File: src/rtl/imem_loader.sv
// Boot-time instruction memory loader: takes a byte stream (32-bit word count, then
// little-endian words), writes each word from address 0 and holds the core in reset.
module imem_loader #(
  parameter int ADDR_W    = 15,
  parameter int MAX_WORDS = 'h6000
) (
  input  logic              clk,
  input  logic              rst,
  input  logic              start,
  input  logic [7:0]        rx_data,
  input  logic              rx_valid,
  output logic              rx_ready,
  output logic              we,
  output logic [ADDR_W-1:0] waddr,
  output logic [31:0]       wdata,
  output logic              core_rst_n,
  output logic              busy,
  output logic              done,
  output logic              err
);

  typedef enum logic [2:0] {S_IDLE, S_LEN, S_DATA, S_FLUSH, S_DONE, S_ERR} state_t;

  state_t            state, state_nxt;
  logic [1:0]        byte_idx;
  logic [ADDR_W:0]   word_idx;   // one bit wider so MAX_WORDS itself is representable
  logic [23:0]       asm_q;
  logic [31:0]       cnt;
  logic              go, xfer, word_end;
  logic [31:0]       word_val, word_nxt;

  always_ff @(posedge clk) begin
    if (!rst) state <= S_IDLE;
    else      state <= state_nxt;
  end

  always_comb begin
    state_nxt  = state;
    go         = 1'b0;
    rx_ready   = (state == S_LEN) || (state == S_DATA);
    busy       = (state == S_LEN) || (state == S_DATA) || (state == S_FLUSH);
    core_rst_n = (state == S_IDLE) || (state == S_DONE);
    done       = (state == S_DONE);
    err        = (state == S_ERR);
    xfer       = rx_valid && rx_ready;
    word_end   = xfer && (byte_idx == 2'd3);
    word_val   = {rx_data, asm_q};
    word_nxt   = 32'(word_idx) + 32'd1;
    case (state)
      S_IDLE, S_DONE, S_ERR: begin
        if (start) begin
          go        = 1'b1;
          state_nxt = S_LEN;
        end
      end
      S_LEN: begin
        if (word_end) begin
          if (word_val == 32'd0)                  state_nxt = S_DONE;
          else if (word_val > 32'(MAX_WORDS))     state_nxt = S_ERR;
          else                                    state_nxt = S_DATA;
        end
      end
      S_DATA: begin
        if (word_end && (word_nxt == cnt)) state_nxt = S_FLUSH;
      end
      S_FLUSH: state_nxt = S_DONE;
      default: state_nxt = S_IDLE;
    endcase
  end

  // Byte assembly and write port; the 4th byte goes straight into wdata/cnt
  always_ff @(posedge clk) begin
    if (!rst) begin
      byte_idx <= '0;
      word_idx <= '0;
      asm_q    <= '0;
      cnt      <= '0;
      we       <= 1'b0;
      waddr    <= '0;
      wdata    <= '0;
    end else begin
      we <= 1'b0;
      if (go) begin
        byte_idx <= '0;
        word_idx <= '0;
        asm_q    <= '0;
      end else if (xfer) begin
        byte_idx <= byte_idx + 2'd1;
        case (byte_idx)
          2'd0:    asm_q[7:0]   <= rx_data;
          2'd1:    asm_q[15:8]  <= rx_data;
          2'd2:    asm_q[23:16] <= rx_data;
          default: ;
        endcase
        if (byte_idx == 2'd3) begin
          if (state == S_LEN) begin
            cnt <= word_val;
          end else begin
            we       <= 1'b1;
            waddr    <= word_idx[ADDR_W-1:0];
            wdata    <= word_val;
            word_idx <= word_idx + {{ADDR_W{1'b0}}, 1'b1};
          end
        end
      end
    end
  end

endmodule

File: config.mk
export PLATFORM = sky130hd
export DESIGN_NAME = imem_loader
export DESIGN_NICKNAME = d
export VERILOG_FILES = /design/src/rtl/imem_loader.sv
export SDC_FILE = /design/constraint.sdc
export NUM_CORES = 1
export LEC_CHECK = 0
export BUFFER_PORTS_ARGS = -buffer_cell sky130_fd_sc_hd__buf_2
export CAP_MARGIN = 5
export CORE_MARGIN = 3
export CORE_UTILIZATION = 35
export CTS_CLUSTER_SIZE = 28
export DETAILED_ROUTE_END_ITERATION = 10
export PLACE_DENSITY = 0.55
export SYNTH_ARGS = -nofsm -noshare
export SYNTH_HDL_FRONTEND = slang
export SYNTH_SLANG_ARGS = --single-unit
File: constraint.sdc
create_clock -name clk -period 5.3 [get_ports clk]
set_clock_uncertainty 0.15 [all_clocks]
set_input_delay 0.265 -clock clk [delete_from_list [all_inputs] [get_ports clk]]
set_output_delay 0.265 -clock clk [all_outputs]
set_load 0.02 [all_outputs]
==> reports/qor.txt <==
Lkg Pwr = 2.36 nW
Syn Std Cell Area = 5600 sq um
Die Ht = 132 um
Reg-to-Reg Start = state[1]
worst path cell trace = inv_1 -> or3_2 -> or3_1 -> xor2_1 -> nor2_1
die area = 17,500 sq um
Clk pin slew, worst setup/hold paths = 50 ps
DR pass1 iterations = 4
Final WS setup = 2650 ps
CTS Buf Count = 17
Worst Hold Path Cells = 3
dominant cells by area after synthesis = dfxtp_1 (45%), nand2_1 (14%), a21boi_0 (11%)
worst path required time = 5430 ps
I/O pin cnt = 65
Row Count = 45
Final Util = 0.427
MaxCap Viol Count = 0
Worst-Margin Slew = 1060 ps
Core Region = 15,400 sq um
register area share after synthesis = 0.447
fillcell total = 1,602
Total Routing Usage GR = 0.163
HPWL after detailed placement = 9.52 mm
P&R area growth vs syn = 17.6%
initial antenna violation count = 0
Final period util = 0.499
Async SR Flop Fraction = 0
commonest non-fill, non-tap cells in the layout = nand2_1 (204), dfxtp_1 (125), a21boi_0 (79), buf_2 (64), nand3_1 (31)
count of final setup violators = 0
Worst setup SP type = flip-flop
Final Hold Viols = 0
fmax = 0.378 GHz
worst min path class = input port to flip-flop
EDFF count, synth = 0
main flop type after synthesis = dfxtp_1
pwr/cell area = 344 nW/um^2
Area after DPL = 5960 sq um
max incr delay on CP = 970 ps
drt total wl = 13.9 mm
share of cells above drive strength 1 = 0.150
Final min period = 2650 ps
Max clock buf depth = 2
Yosys top cell by area = dfxtp_1
vias in the first global route = 4,570
root buf cell = clkbuf_16
min-delay src = rx_data[1]
final hold slack = 35.1 ps
status = completed
Crit-path slowest cell = or3_2
final net count = 739
Synth Net Count = 701
Initial Utilization = 0.363
Post-Synth Adder-Cell Area = 0.0112
relative slew slack = 0.295
worst-path fanout max = 58
Yosys Warn Count = 0
Yosys cell types = 52
RSZ-0062 raised after global routing = no
antenna-violating nets left = 0
Hold Buf Count CTS = 0
CTS tree = built
largest family of logic cells by synthesized area = simple AND/OR/NAND/NOR gates
Top delay family on crit path = simple AND/OR/NAND/NOR gates
global-route wire length before repair = 23.2 mm
Synth Area in Compound Gates = 0.170
grt ovf = 0
Post-CTS Setup Bufs = 0
dpl ws = 2610 ps
WHS Endpoint = cnt[25]
routed via count = 4,755
TritonCTS sink count = 125
Max rail drop VDD = 0.000215 V
XOR/XNOR Fraction of Synth Area = 0.0485
Reg2Reg Depth = 5
leading cell type in the layout, fill and taps excluded = nand2_1
Die X = 132 um
Residual DRC = 0
Worst Setup Path Type = flip-flop to flip-flop
Mean Syn Cell Area = 8.18 sq um
reg2reg setup slack = 2650 ps
critical path capture point type = flip-flop
cell count after synthesis = 684
number of DRC markers in iteration 0 = 250
Port Buffers = 64
Arr. time, crit path = 2780 ps
DR vias/cell = 5.03
simple-gate share of the synthesized area = 0.265
H-tree depth = 4
Storage cell area = 2500 sq um
routed len/inst = 14.7 um
r2r endpoint = word_idx[3]
gp weighted congestion = 0.818
final instance area = 6580 sq um
Setup TNS = 0 ps
Multi-input gate area = 2810 sq um
post-synthesis mux area share = 0.00358
Worst Path Buf+Inv = 1
number of synthesized register bits = 125
Resized Gates After CTS = 0
Slew Viols, Final = 0
worst-skew pair later-pin latency = 420 ps
ANT cells = 0
Synth top area share = 0.447
largest net degree at the start of global routing = 86
where the power goes:
part | switching (mW) | total [mW] | leakage, nW | internal, mW
Combinational | 0.0604 | 0.0904 | 1.06 | 0.0300
Sequential | 0.00821 | 0.953 | 1.01 | 0.945
Clock | 0.397 | 1.22 | 0.298 | 0.821
Total | 0.466 | 2.26 | 2.36 | 1.80
worst max path at each step:
stage                startpoint           to  slack, ps  cells past startpoint
floorplan           word_idx[0]     state[0]       2980                      7
global placement    byte_idx[0]  word_idx[3]       2670                      6
detailed placement          rst     state[0]       2610                      7
CTS                 byte_idx[0]  word_idx[3]       2640                      6
global route        word_idx[0]     state[0]       2450                      7
finish                 state[1]  word_idx[3]       2650                      5
cells by family (layout without fill, tap and decap cells):
kind of cell	after synthesis	after routing
simple gates	327	327
xor+xnor	31	31
mux	2	2
flops	125	125
fa+ha+maj	5	5
buf+inv	58	108
compound gates	136	136
synth_stat cells (all sizes together) (10+ instances only):
cell type and instances:
nand2 204, xnor2 20, clkbuf 40, xor2 11, dfxtp 125, buf 11, a21boi 79, a21oi 30
nor3 15, nor2 28, nand3 31, nor4 10
layer usage:
layer / global-route usage / vias to the layer above / share of wire
met5: 0 / - / 0
met4: 0.0791 / 0 / 0.028
met3: 0.0399 / 32 / 0.055
met2: 0.259 / 121 / 0.47
met1: 0.209 / 2208 / 0.45
li1: - / 2394 / -
stage by stage:
step | power (mW) | cells
after floorplan | 1.03 | 684
after global placement | 1.06 | 914
after detailed placement | 1.06 | 914
after CTS | 2.29 | 945
after global routing | 2.34 | 945
final | 2.26 | 945
final cells by class:
| type | instances | area share |
|---|---|---|
| clock buffers | 25 | 0.0738 |
| clock inverters | 6 | 0.0201 |
| inverters | 7 | 0.00399 |
| multi-input cells | 501 | 0.426 |
| flip-flops and latches | 125 | 0.380 |
| well taps | 211 | 0.0401 |
| repair buffers | 70 | 0.0555 |
sequential cells by signal (all words and copies together) (netlist names):
register  count
state         3
asm_q        24
waddr        15
cnt          32
wdata        32
word_idx     16
we            1
byte_idx      2
worst min-delay path: cells and delay by family:
family | cells | cell delay [ps]
buffers and inverters | 1 | 160
AO/OA/AOI/OAI | 1 | 60
AND/OR/NAND/NOR | 1 | 70
Note: power is estimated with default switching activity, not from simulation.
